`config.mk`:
```
export PLATFORM = sky130hd
export DESIGN_NAME = cv32e40x_instr_aligner
export DESIGN_NICKNAME = d
export VERILOG_FILES = /design/src/rtl/cv32e40x_instr_aligner_pkg.sv /design/src/rtl/cv32e40x_aligner_fifo.sv /design/src/rtl/cv32e40x_instr_aligner.sv
export SDC_FILE = /design/constraint.sdc
export NUM_CORES = 1
export LEC_CHECK = 0
export ABC_AREA = 1
export CAP_MARGIN = 25
export CORE_MARGIN = 2
export CORE_UTILIZATION = 60
export DETAILED_ROUTE_END_ITERATION = 6
export DONT_BUFFER_PORTS = 1
export GPL_ROUTABILITY_DRIVEN = 0
export PLACE_DENSITY = 0.83
export SLEW_MARGIN = 20
export SYNTH_ARGS = -nofsm -noshare
export SYNTH_HDL_FRONTEND = slang
export SYNTH_SLANG_ARGS = --single-unit
```
`constraint.sdc`:
```
create_clock -name clk -period 9.1 [get_ports clk]
set_input_delay 1.365 -clock clk [delete_from_list [all_inputs] [get_ports clk]]
set_output_delay 1.365 -clock clk [all_outputs]
set_load 0.03 [all_outputs]
```
`src/rtl/cv32e40x_instr_aligner_pkg.sv`:
```
// Shared types and helpers for the instruction aligner.
//   aligner_entry_t   : one buffered fetch word with its bus error flag
//   ALIGNER_DEPTH_MAX : largest supported buffer depth
//   ALIGNER_CNT_W     : width of the occupancy counter (holds 0..ALIGNER_DEPTH_MAX)
//   is_compressed()   : true when a halfword starts a 16-bit instruction
package cv32e40x_instr_aligner_pkg;

  localparam int ALIGNER_DEPTH_MAX = 8;
  localparam int ALIGNER_CNT_W     = $clog2(ALIGNER_DEPTH_MAX + 1);

  typedef struct packed {
    logic [31:0] rdata;
    logic        err;
  } aligner_entry_t;

  function automatic logic is_compressed(input logic [15:0] hword);
    return hword[1:0] != 2'b11;
  endfunction

endpackage

```
`src/rtl/cv32e40x_aligner_fifo.sv`:
```
// Circular word buffer for the instruction aligner.
// Ports:
//   clk, rst     : clock, asynchronous active-high reset
//   flush        : drop all entries (wins over push and pop)
//   push         : write push_data at the tail (ignored when full)
//   push_data    : word and error flag to store
//   pop          : release the head entry (ignored when empty)
//   head_entry   : entry at the read pointer
//   next_entry   : entry following the head (wraps), used for straddles
//   count        : number of valid entries, 0..DEPTH
// DEPTH legal range is 2..ALIGNER_DEPTH_MAX.
module cv32e40x_aligner_fifo
  import cv32e40x_instr_aligner_pkg::*;
#(
  parameter int DEPTH = 3
) (
  input  logic                     clk,
  input  logic                     rst,
  input  logic                     flush,
  input  logic                     push,
  input  aligner_entry_t           push_data,
  input  logic                     pop,
  output aligner_entry_t           head_entry,
  output aligner_entry_t           next_entry,
  output logic [ALIGNER_CNT_W-1:0] count
);

  localparam int PW = (DEPTH > 1) ? $clog2(DEPTH) : 1;

  aligner_entry_t           mem_q [DEPTH];
  logic [PW-1:0]            rd_ptr_q;
  logic [PW-1:0]            wr_ptr_q;
  logic [ALIGNER_CNT_W-1:0] count_q;
  logic                     push_en;
  logic                     pop_en;

  function automatic logic [PW-1:0] ptr_inc(input logic [PW-1:0] p);
    return (p == PW'(DEPTH - 1)) ? '0 : p + PW'(1);
  endfunction

  assign push_en = push && !flush && (count_q < ALIGNER_CNT_W'(DEPTH));
  assign pop_en  = pop && !flush && (count_q != '0);

  always_ff @(posedge clk or posedge rst) begin
    if (rst) begin
      rd_ptr_q <= '0;
      wr_ptr_q <= '0;
      count_q  <= '0;
      for (int i = 0; i < DEPTH; i++) begin
        mem_q[i] <= '0;
      end
    end else if (flush) begin
      rd_ptr_q <= '0;
      wr_ptr_q <= '0;
      count_q  <= '0;
    end else begin
      if (push_en) begin
        mem_q[wr_ptr_q] <= push_data;
        wr_ptr_q        <= ptr_inc(wr_ptr_q);
      end
      if (pop_en) begin
        rd_ptr_q <= ptr_inc(rd_ptr_q);
      end
      case ({push_en, pop_en})
        2'b10:   count_q <= count_q + ALIGNER_CNT_W'(1);
        2'b01:   count_q <= count_q - ALIGNER_CNT_W'(1);
        default: count_q <= count_q;
      endcase
    end
  end

  assign head_entry = mem_q[rd_ptr_q];
  assign next_entry = mem_q[ptr_inc(rd_ptr_q)];
  assign count      = count_q;

endmodule

```
`src/rtl/cv32e40x_instr_aligner.sv`:
```
// Instruction aligner: buffers word-aligned fetch responses and presents one
// naturally aligned 16- or 32-bit instruction per handshake, with its PC and
// the OR of the bus errors of the words it occupies.
// Ports:
//   clk, rst            : clock, asynchronous active-high reset
//   fetch_valid_i/ready : fetch response handshake; ready depends on the
//                         registered occupancy only
//   fetch_rdata_i/err_i : fetched word and its bus error
//   branch_i/addr_i     : flush and redirect to a halfword-aligned target
//   instr_valid_o/ready : instruction handshake towards the IF/ID register
//   instr_rdata_o       : instruction, compressed ones zero-extended
//   instr_pc_o          : PC of the presented instruction
//   instr_compressed_o  : presented instruction is 16-bit
//   instr_err_o         : bus error on any word the instruction occupies
// Build option CV32E40X_ALIGNER_BYPASS_EN: when defined, an instruction can be
// formed directly from the incoming fetch word in the cycle it arrives.
module cv32e40x_instr_aligner
  import cv32e40x_instr_aligner_pkg::*;
#(
  parameter int DEPTH = 3
) (
  input  logic        clk,
  input  logic        rst,
  input  logic        fetch_valid_i,
  output logic        fetch_ready_o,
  input  logic [31:0] fetch_rdata_i,
  input  logic        fetch_err_i,
  input  logic        branch_i,
  input  logic [31:0] branch_addr_i,
  output logic        instr_valid_o,
  input  logic        instr_ready_i,
  output logic [31:0] instr_rdata_o,
  output logic [31:0] instr_pc_o,
  output logic        instr_compressed_o,
  output logic        instr_err_o
);

  logic                     hw_q;
  logic [31:1]              pc_q;
  aligner_entry_t           head_entry;
  aligner_entry_t           next_entry;
  aligner_entry_t           push_data;
  logic [ALIGNER_CNT_W-1:0] count;
  logic [15:0]              h0;
  logic                     dec_valid;
  logic [31:0]              dec_rdata;
  logic                     dec_comp;
  logic                     dec_err;
  logic                     dec_release;
  logic                     fetch_consumed;
  logic                     pop;
  logic                     fifo_push;
  logic                     fifo_pop;
  logic                     unused_addr_lsb;

  assign unused_addr_lsb = branch_addr_i[0];

  assign push_data = '{rdata: fetch_rdata_i, err: fetch_err_i};

  cv32e40x_aligner_fifo #(
    .DEPTH (DEPTH)
  ) fifo_i (
    .clk        (clk),
    .rst        (rst),
    .flush      (branch_i),
    .push       (fifo_push),
    .push_data  (push_data),
    .pop        (fifo_pop),
    .head_entry (head_entry),
    .next_entry (next_entry),
    .count      (count)
  );

  assign h0 = hw_q ? head_entry.rdata[31:16] : head_entry.rdata[15:0];

`ifdef CV32E40X_ALIGNER_BYPASS_EN
  logic [15:0] fh0;
  assign fh0 = hw_q ? fetch_rdata_i[31:16] : fetch_rdata_i[15:0];
`endif

  // dec_release: the head entry is finished once this instruction pops.
  // fetch_consumed: the incoming word is fully used by a bypassed pop and
  // must not be written into the buffer.
  always_comb begin
    dec_valid      = 1'b0;
    dec_rdata      = '0;
    dec_comp       = 1'b0;
    dec_err        = 1'b0;
    dec_release    = 1'b0;
    fetch_consumed = 1'b0;
    if (count != '0) begin
      if (is_compressed(h0)) begin
        dec_valid   = 1'b1;
        dec_rdata   = {16'h0000, h0};
        dec_comp    = 1'b1;
        dec_err     = head_entry.err;
        dec_release = hw_q;
      end else if (!hw_q) begin
        dec_valid   = 1'b1;
        dec_rdata   = head_entry.rdata;
        dec_err     = head_entry.err;
        dec_release = 1'b1;
      end else if (count >= ALIGNER_CNT_W'(2)) begin
        dec_valid   = 1'b1;
        dec_rdata   = {next_entry.rdata[15:0], h0};
        dec_err     = head_entry.err | next_entry.err;
        dec_release = 1'b1;
`ifdef CV32E40X_ALIGNER_BYPASS_EN
      end else if (fetch_valid_i) begin
        // Second half arrives now; the fetched word is stored afterwards so
        // its upper half becomes the new head.
        dec_valid   = 1'b1;
        dec_rdata   = {fetch_rdata_i[15:0], h0};
        dec_err     = head_entry.err | fetch_err_i;
        dec_release = 1'b1;
`endif
      end else if (head_entry.err) begin
        // Faulting first half: the second half will never be executed, so
        // present it with the error and a zero upper half.
        dec_valid   = 1'b1;
        dec_rdata   = {16'h0000, h0};
        dec_err     = 1'b1;
        dec_release = 1'b1;
      end
    end
`ifdef CV32E40X_ALIGNER_BYPASS_EN
    else if (fetch_valid_i) begin
      if (is_compressed(fh0)) begin
        dec_valid      = 1'b1;
        dec_rdata      = {16'h0000, fh0};
        dec_comp       = 1'b1;
        dec_err        = fetch_err_i;
        fetch_consumed = hw_q;
      end else if (!hw_q) begin
        dec_valid      = 1'b1;
        dec_rdata      = fetch_rdata_i;
        dec_err        = fetch_err_i;
        fetch_consumed = 1'b1;
      end else if (fetch_err_i) begin
        dec_valid      = 1'b1;
        dec_rdata      = {16'h0000, fh0};
        dec_err        = 1'b1;
        fetch_consumed = 1'b1;
      end
    end
`endif
  end

  assign fetch_ready_o      = count < ALIGNER_CNT_W'(DEPTH);
  assign instr_valid_o      = dec_valid && !branch_i;
  assign instr_rdata_o      = instr_valid_o ? dec_rdata : '0;
  assign instr_compressed_o = instr_valid_o && dec_comp;
  assign instr_err_o        = instr_valid_o && dec_err;
  assign instr_pc_o         = {pc_q, 1'b0};

  assign pop       = instr_valid_o && instr_ready_i;
  assign fifo_pop  = pop && dec_release;
  assign fifo_push = fetch_valid_i && fetch_ready_o && !(pop && fetch_consumed);

  always_ff @(posedge clk or posedge rst) begin
    if (rst) begin
      hw_q <= 1'b0;
      pc_q <= '0;
    end else if (branch_i) begin
      hw_q <= branch_addr_i[1];
      pc_q <= branch_addr_i[31:1];
    end else if (pop) begin
      pc_q <= pc_q + (dec_comp ? 31'd1 : 31'd2);
      if (dec_comp) begin
        hw_q <= ~hw_q;
      end
    end
  end

endmodule

```
Yosys cells after proc, flatten, opt, wreduce, memory -nomap -nowiden:

Index checks and enable logic that the tools add are counted.

* register bits: 139
* logic and storage cells: 96

* add/subtract/negate cells: 5
* muxes and demuxes: 43
* bitwise logic cells: 6
* equal/unequal tests: 5
* reduce and logical (&&, ||, !) cells: 20
* order comparisons: 6

Operators by type and width (count)
* 32-bit 2-to-1 mux: 5
* 33-bit binary-select mux with 2-bit select: 2
* 99-bit bitwise mux: 1
* 33-bit 2-to-1 mux: 3
* 33-bit demux with 2-bit select: 1
* 31-bit 2-to-1 mux: 2
* 17-bit 2-to-1 mux: 2
* 16-bit 2-to-1 mux: 2
* 31-bit by 2-bit adder with 31-bit output: 1
* 1-bit 2-to-1 mux: 16
* 2-bit 2-to-1 mux: 7
* 1-bit logical AND: 11
* 3-bit >= comparator, second input constant: 3
* 2-bit NOT with 3-bit output: 3
* 4-bit case mux with 2 select lines: 1
* 2-bit nonzero test: 4
* 2-bit == test, second input constant: 3
* 2-bit by 1-bit adder with 2-bit output, second input constant: 2
* 4-bit by 1-bit adder with 4-bit output, second input constant: 1
* 4-bit by 2-bit >= comparator with 1-bit output, second input constant: 1
* 4-bit by 2-bit less-than comparator with 1-bit output, second input constant: 1
* 4-bit 2-to-1 mux: 1
* 2-bit AND reduction: 2
* 4-bit nonzero test: 1
* other kinds (8): 9

Longest topological paths before layout:

* word-level depth: 17
* depth in mapped cells: 23
* mapped depth without buffers: 22

Hierarchy:

From an unflattened synthesis, not the netlist that was laid out.

* cells, all modules: 1191
* area, all modules: 8575.7 um2

By module, submodules not included
* cv32e40x_aligner_fifo: area each 5472.7 um2, cells each 646, instances 1
* cv32e40x_instr_aligner: area each 3103.0 um2, cells each 545, instances 1

Worst setup path after synthesis:

Ideal clock, no wire load.

* path kind: in2out
* start point: input port branch_i
* end point: output port instr_err_o
* buffers on the path: 1
* setup slack: 4701 ps
* required time: 7735 ps
* stages: 6
* data arrival time: 3034 ps
* cells stage by stage: clkbuf_1 -> a21oi_1 -> nand2_2 -> nor2_1 -> nand2_1 -> o21ai_0

* cells in the longest elaborated chain, start to end: 3

Ends and longest elaborated chain
* start: declaration: line cv32e40x_instr_aligner.sv:28 `input logic branch_i,`
* 1-bit zero test: line cv32e40x_instr_aligner.sv:150 `assign instr_valid_o = dec_valid && !branch_i;`
* 1-bit logical AND: line cv32e40x_instr_aligner.sv:150
* 1-bit logical AND: line cv32e40x_instr_aligner.sv:153 `assign instr_err_o = instr_valid_o && dec_err;`
* end: declaration: line cv32e40x_instr_aligner.sv:35 `output logic instr_err_o`

No other way between the ends.

Final worst setup path:

* start point: register fifo_i.rd_ptr_q[1]
* end point: output port instr_err_o

* cells in the longest elaborated chain, start to end: 12
* elaborated cells on any way between the ends: 25
* classes of those cells: add/sub: 1; eq/ne: 2; mux: 17; bitwise: 3; reduce/logical: 2

Ends and longest elaborated chain
* start: declaration: line cv32e40x_aligner_fifo.sv:31 `logic [PW-1:0] rd_ptr_q;`
* start signal: assignment: line cv32e40x_aligner_fifo.sv:62 `rd_ptr_q <= ptr_inc(rd_ptr_q);`
* 2-bit by 1-bit adder with 2-bit output or 2-bit == test (tied branches): line cv32e40x_aligner_fifo.sv:38 `return (p == PW'(DEPTH - 1)) ? '0 : p + PW'(1);`
* 2-bit 2-to-1 mux: line cv32e40x_aligner_fifo.sv:38
* 2-bit NOT with 3-bit output (implied by the code): line cv32e40x_aligner_fifo.sv:73 `assign next_entry = mem_q[ptr_inc(rd_ptr_q)];`
* 33-bit binary-select mux with 2-bit select: line cv32e40x_aligner_fifo.sv:73
* 17-bit 2-to-1 mux (implied by the code) (2 in a row): line cv32e40x_aligner_fifo.sv:73
* 1-bit OR: line cv32e40x_instr_aligner.sv:106 `dec_err = head_entry.err | next_entry.err;`
* 1-bit 2-to-1 mux: line cv32e40x_instr_aligner.sv:103 `end else if (count >= ALIGNER_CNT_W'(2)) begin`
* 1-bit 2-to-1 mux: line cv32e40x_instr_aligner.sv:98 `end else if (!hw_q) begin`
* 1-bit 2-to-1 mux: line cv32e40x_instr_aligner.sv:92 `if (is_compressed(h0)) begin`
* 1-bit 2-to-1 mux: line cv32e40x_instr_aligner.sv:91 `if (count != '0) begin`
* 1-bit logical AND (*): line cv32e40x_instr_aligner.sv:153

Every way passes the cells marked *; elsewhere a longest branch is shown, timed or not. The select of a mux whose other input is x is not followed.

==> flow_metrics.tcl <==
set metrics [dict create \
    status "complete, no violations" \
    fin_crit_ns 5.387 \
    ys_top_cells_by_area "dfrtp_1 45%, nand2_1 12%, o21ai_0 7.9%, inv_1 5.0%, nor2_1 3.9%" \
    async_reset_ff_share_pct 100.0 \
    cts.path.max_buffers 2 \
    crit_slowest_cell "dfrtp_1" \
    startpoint "fifo_i.rd_ptr_q[1]" \
    drt.antenna.violating_nets 0 \
    place_hpwl_um 12930 \
    die-area_mm2 0.01371 \
    num_vias 6785 \
    antenna_found_initial 0 \
    htree_levels 4 \
    postCtsHoldBufs 0 \
    maxCapViolations 0 \
    wl_per_cell_um 17.14 \
    worstMarginPinSlew_ns 1.111 \
    syn_inst 983 \
    num_io_pins 138 \
    io_buffers 0 \
    start_kind "flop" \
    end_kind "output port" \
    numCtsBuffers 17 \
    clk_pin_slew_ns 0.05 \
    grt_pass1_vias 6167 \
    synth_nets 1058 \
    slew_viol_final 0 \
    critical_path.max_fanout 49 \
    r2r-start "fifo_i.rd_ptr_q[1]" \
    core-area_mm2 0.01257 \
    power.leakage_nw 3.846 \
    drive_gt1_share_pct 7.342 \
    setup_tns_ns 0 \
    antenna_cells 0 \
    placed_cells 1109 \
    skew_ns 0.006657 \
    yosysWarnings 0 \
    yosysTopAreaCellShare_pct 45.33 \
    path_common_cell "nand2_1" \
    critical_path_buf_inv_count 1 \
    critical_path_class "reg2out" \
    dieHeight_um 117.1 \
    fp.dieW_um 117.1 \
    path_delay_family "simple AND/OR/NAND/NOR gates" \
    drc 0 \
    yosys.area.top_type "dfrtp_1" \
    max_freq_mhz 185.6 \
    grt_max_degree 87 \
    area_growth_pct 7.566 \
    grt_first_pass_wirelength_um 31330 \
    cp_data_arrival_time_ns 4.02 \
    hold_viol_final 0 \
    clock-sinks 139 \
    rsz0062_at_grt "no" \
    grt_usage_pct 29.82 \
    p_total_mw 2.843 \
    fin_crit_sh_pct 59.20 \
    fin_nets 1031 \
    drt_iter0_drc 624 \
    routed_wl_um 19520 \
    hold_class "reg2reg" \
    power_density_mw_per_mm2 344.4 \
    cp.required_ns 7.74 \
    slowest_delay_ns 1.03 \
    synth-edff-count 0 \
    crit_chain "nor2_4 -> buf_4 -> nand2_1 -> nand3_2 -> nand2_1 -> nand2_2 -> nand3_2 -> nand2_2 -> nor2_1 -> nand2_1 -> o21ai_0" \
    synth-main-ff-cell "dfrtp_1" \
    yosysSeqAreaShare_pct 45.33 \
    finalNonFillerCells 1139 \
    synthesis.area_mm2 0.007674 \
    dr.pass1.iters 5 \
    root_buffer "clkbuf_16" \
    cts_setup_buffers 0 \
    cts_resized 0 \
    synth-seq-cells 139 \
    rows 41 \
    start_util_pct 61.06 \
    min_from "fifo_i.mem_q[83]" \
    setup_viol 0 \
    max_slew_margin_pct 25.18 \
    routed_via_density 5.957 \
    syn_area_per_cell_um2 7.806 \
    irDropWorstVdd_mv 0.1981 \
    synthDistinctLibCells 51 \
    grt_overflow 0 \
    insertion_delay_ns 0.42 \
    cts_tree "built" \
]
==> tightest hold or removal path, delay by kind of cell (launching register included) <==
| kind | cells | cell delay [ns] |
|---|---|---|
| and+or+nand+nor | 1 | 0.05 |
| DFF | 1 | 0.33 |
| AOI/OAI and AO/OA | 1 | 0.06 |
==> state kept, by name, summed over array words and instances (netlist names) <==
signal	cells
fifo_i.wr_ptr_q	2
pc_q	31
hw_q	1
fifo_i.mem_q	99
fifo_i.rd_ptr_q	2
fifo_i.count	4
==> per-stage QoR <==
step / setup WS (ns) / utilization [%] / instance area, um^2 / hold WS (ns)
3_3_place_gp: 4.254 / 61.37 / 7714 / 0.4625
2_1_floorplan: 4.010 / - / 7674 / 0.4482
6_report: 3.713 / 65.67 / 8254 / 0.4840
4_1_cts: 3.793 / 65.64 / 8250 / 0.4865
5_1_grt: 3.544 / 65.67 / 8254 / 0.5014
3_5_place_dp: 4.237 / 61.37 / 7714 / 0.4706
==> cells by family after synthesis <==
| logic type | Yosys count | share of synthesized area, % |
|---|---|---|
| and+or+nand+nor | 407 | 22.62 |
| AOI/OAI and AO/OA | 235 | 18.75 |
| buffers and inverters | 167 | 8.935 |
| DFF | 139 | 45.33 |
| xor gates and xnor gates | 23 | 2.625 |
| muxes | 6 | 0.7827 |
| adders and majority gates | 5 | 0.9131 |
| other | 1 | 0.04887 |
==> synthesized netlist by cell type, types with 2 or more instances <==
master and count:
nand3_1 40, nor2_4 3, ha_1 4, mux2i_1 6, a311oi_1 2, buf_4 3, a22oi_1 11, nand4_1 3
xnor2_1 10, a21oi_1 20, nor3_1 9, nand2_4 2, a31oi_1 5, nand2_2 5, clkinv_1 2, nand3_2 5
nand2_1 251, a31o_2 2, o21ai_0 121, buf_2 20, xor2_1 13, clkbuf_1 25, o21ai_1 3, a221oi_1 29
buf_1 4, nor4_1 3, o211ai_1 8, o22ai_1 13, buf_6 3, inv_1 103, inv_2 7, nor2_1 79
a21boi_0 7, dfrtp_1 139, a22o_1 7
==> area by class of cell <==
cell class,instances,area [um^2]
multi-input combinational,677,3527
fill,1072,4314
clock inverter,7,68.82
tap,172,215.2
inverter,112,425.4
timing repair buffer,9,71.32
sequential,139,3478
clock buffer,23,467.9
==> power breakdown <==
group / internal, mW / switching (mW) / total [mW]
registers: 0.862 / 0.305 / 1.17
clock network: 0.385 / 0.248 / 0.633
logic: 0.354 / 0.689 / 1.04
==> routing by layer <==
layer	vias up	GRT usage [%]	wire length [um]	share of wire, %
met1	3225	41.50	8285	42
met3	41	8.496	1704	8.7
li1	3196	-	-	-
met5	-	0	0	0
met2	323	44.78	9106	47
met4	0	11.37	423	2.2
==> worst paths after layout <==
path / end / slack [ns] / depth (start not counted)
worst max-delay path: instr_err_o / 3.71 / 11
worst min-delay path: fifo_i.mem_q[83] / 0.48 / 2
worst max register to register: pc_q[27] / 4.67 / 23
worst min register to register: fifo_i.mem_q[83] / 0.48 / 2
max in group asynchronous: fifo_i.mem_q[37] / 7.12 / 2
min in group asynchronous: fifo_i.mem_q[62] / 0.84 / 1
==> cells in the final DEF (no fill, tap or decap), types with 5 or more instances in the layout <==
| master | Yosys | final |
|---|---|---|
| inv_2 | 7 | 7 |
| a31oi_1 | 5 | 5 |
| dfrtp_1 | 139 | 139 |
| nand2_1 | 251 | 251 |
| nand3_1 | 40 | 37 |
| clkbuf_16 | 0 | 17 |
| o22ai_1 | 13 | 13 |
| xor2_1 | 13 | 13 |
| a21oi_1 | 20 | 20 |
| buf_4 | 3 | 8 |
| nor3_1 | 9 | 9 |
| a22o_1 | 7 | 7 |
| nand3_2 | 5 | 8 |
| inv_1 | 103 | 102 |
| mux2i_1 | 6 | 6 |
| xnor2_1 | 10 | 10 |
| a22oi_1 | 11 | 11 |
| nor2_1 | 79 | 78 |
| o21ai_0 | 121 | 121 |
| a21boi_0 | 7 | 7 |
| a221oi_1 | 29 | 29 |
| nand2_2 | 5 | 5 |
| o211ai_1 | 8 | 8 |
No activity file was read; power rests on OpenSTA's default activity.
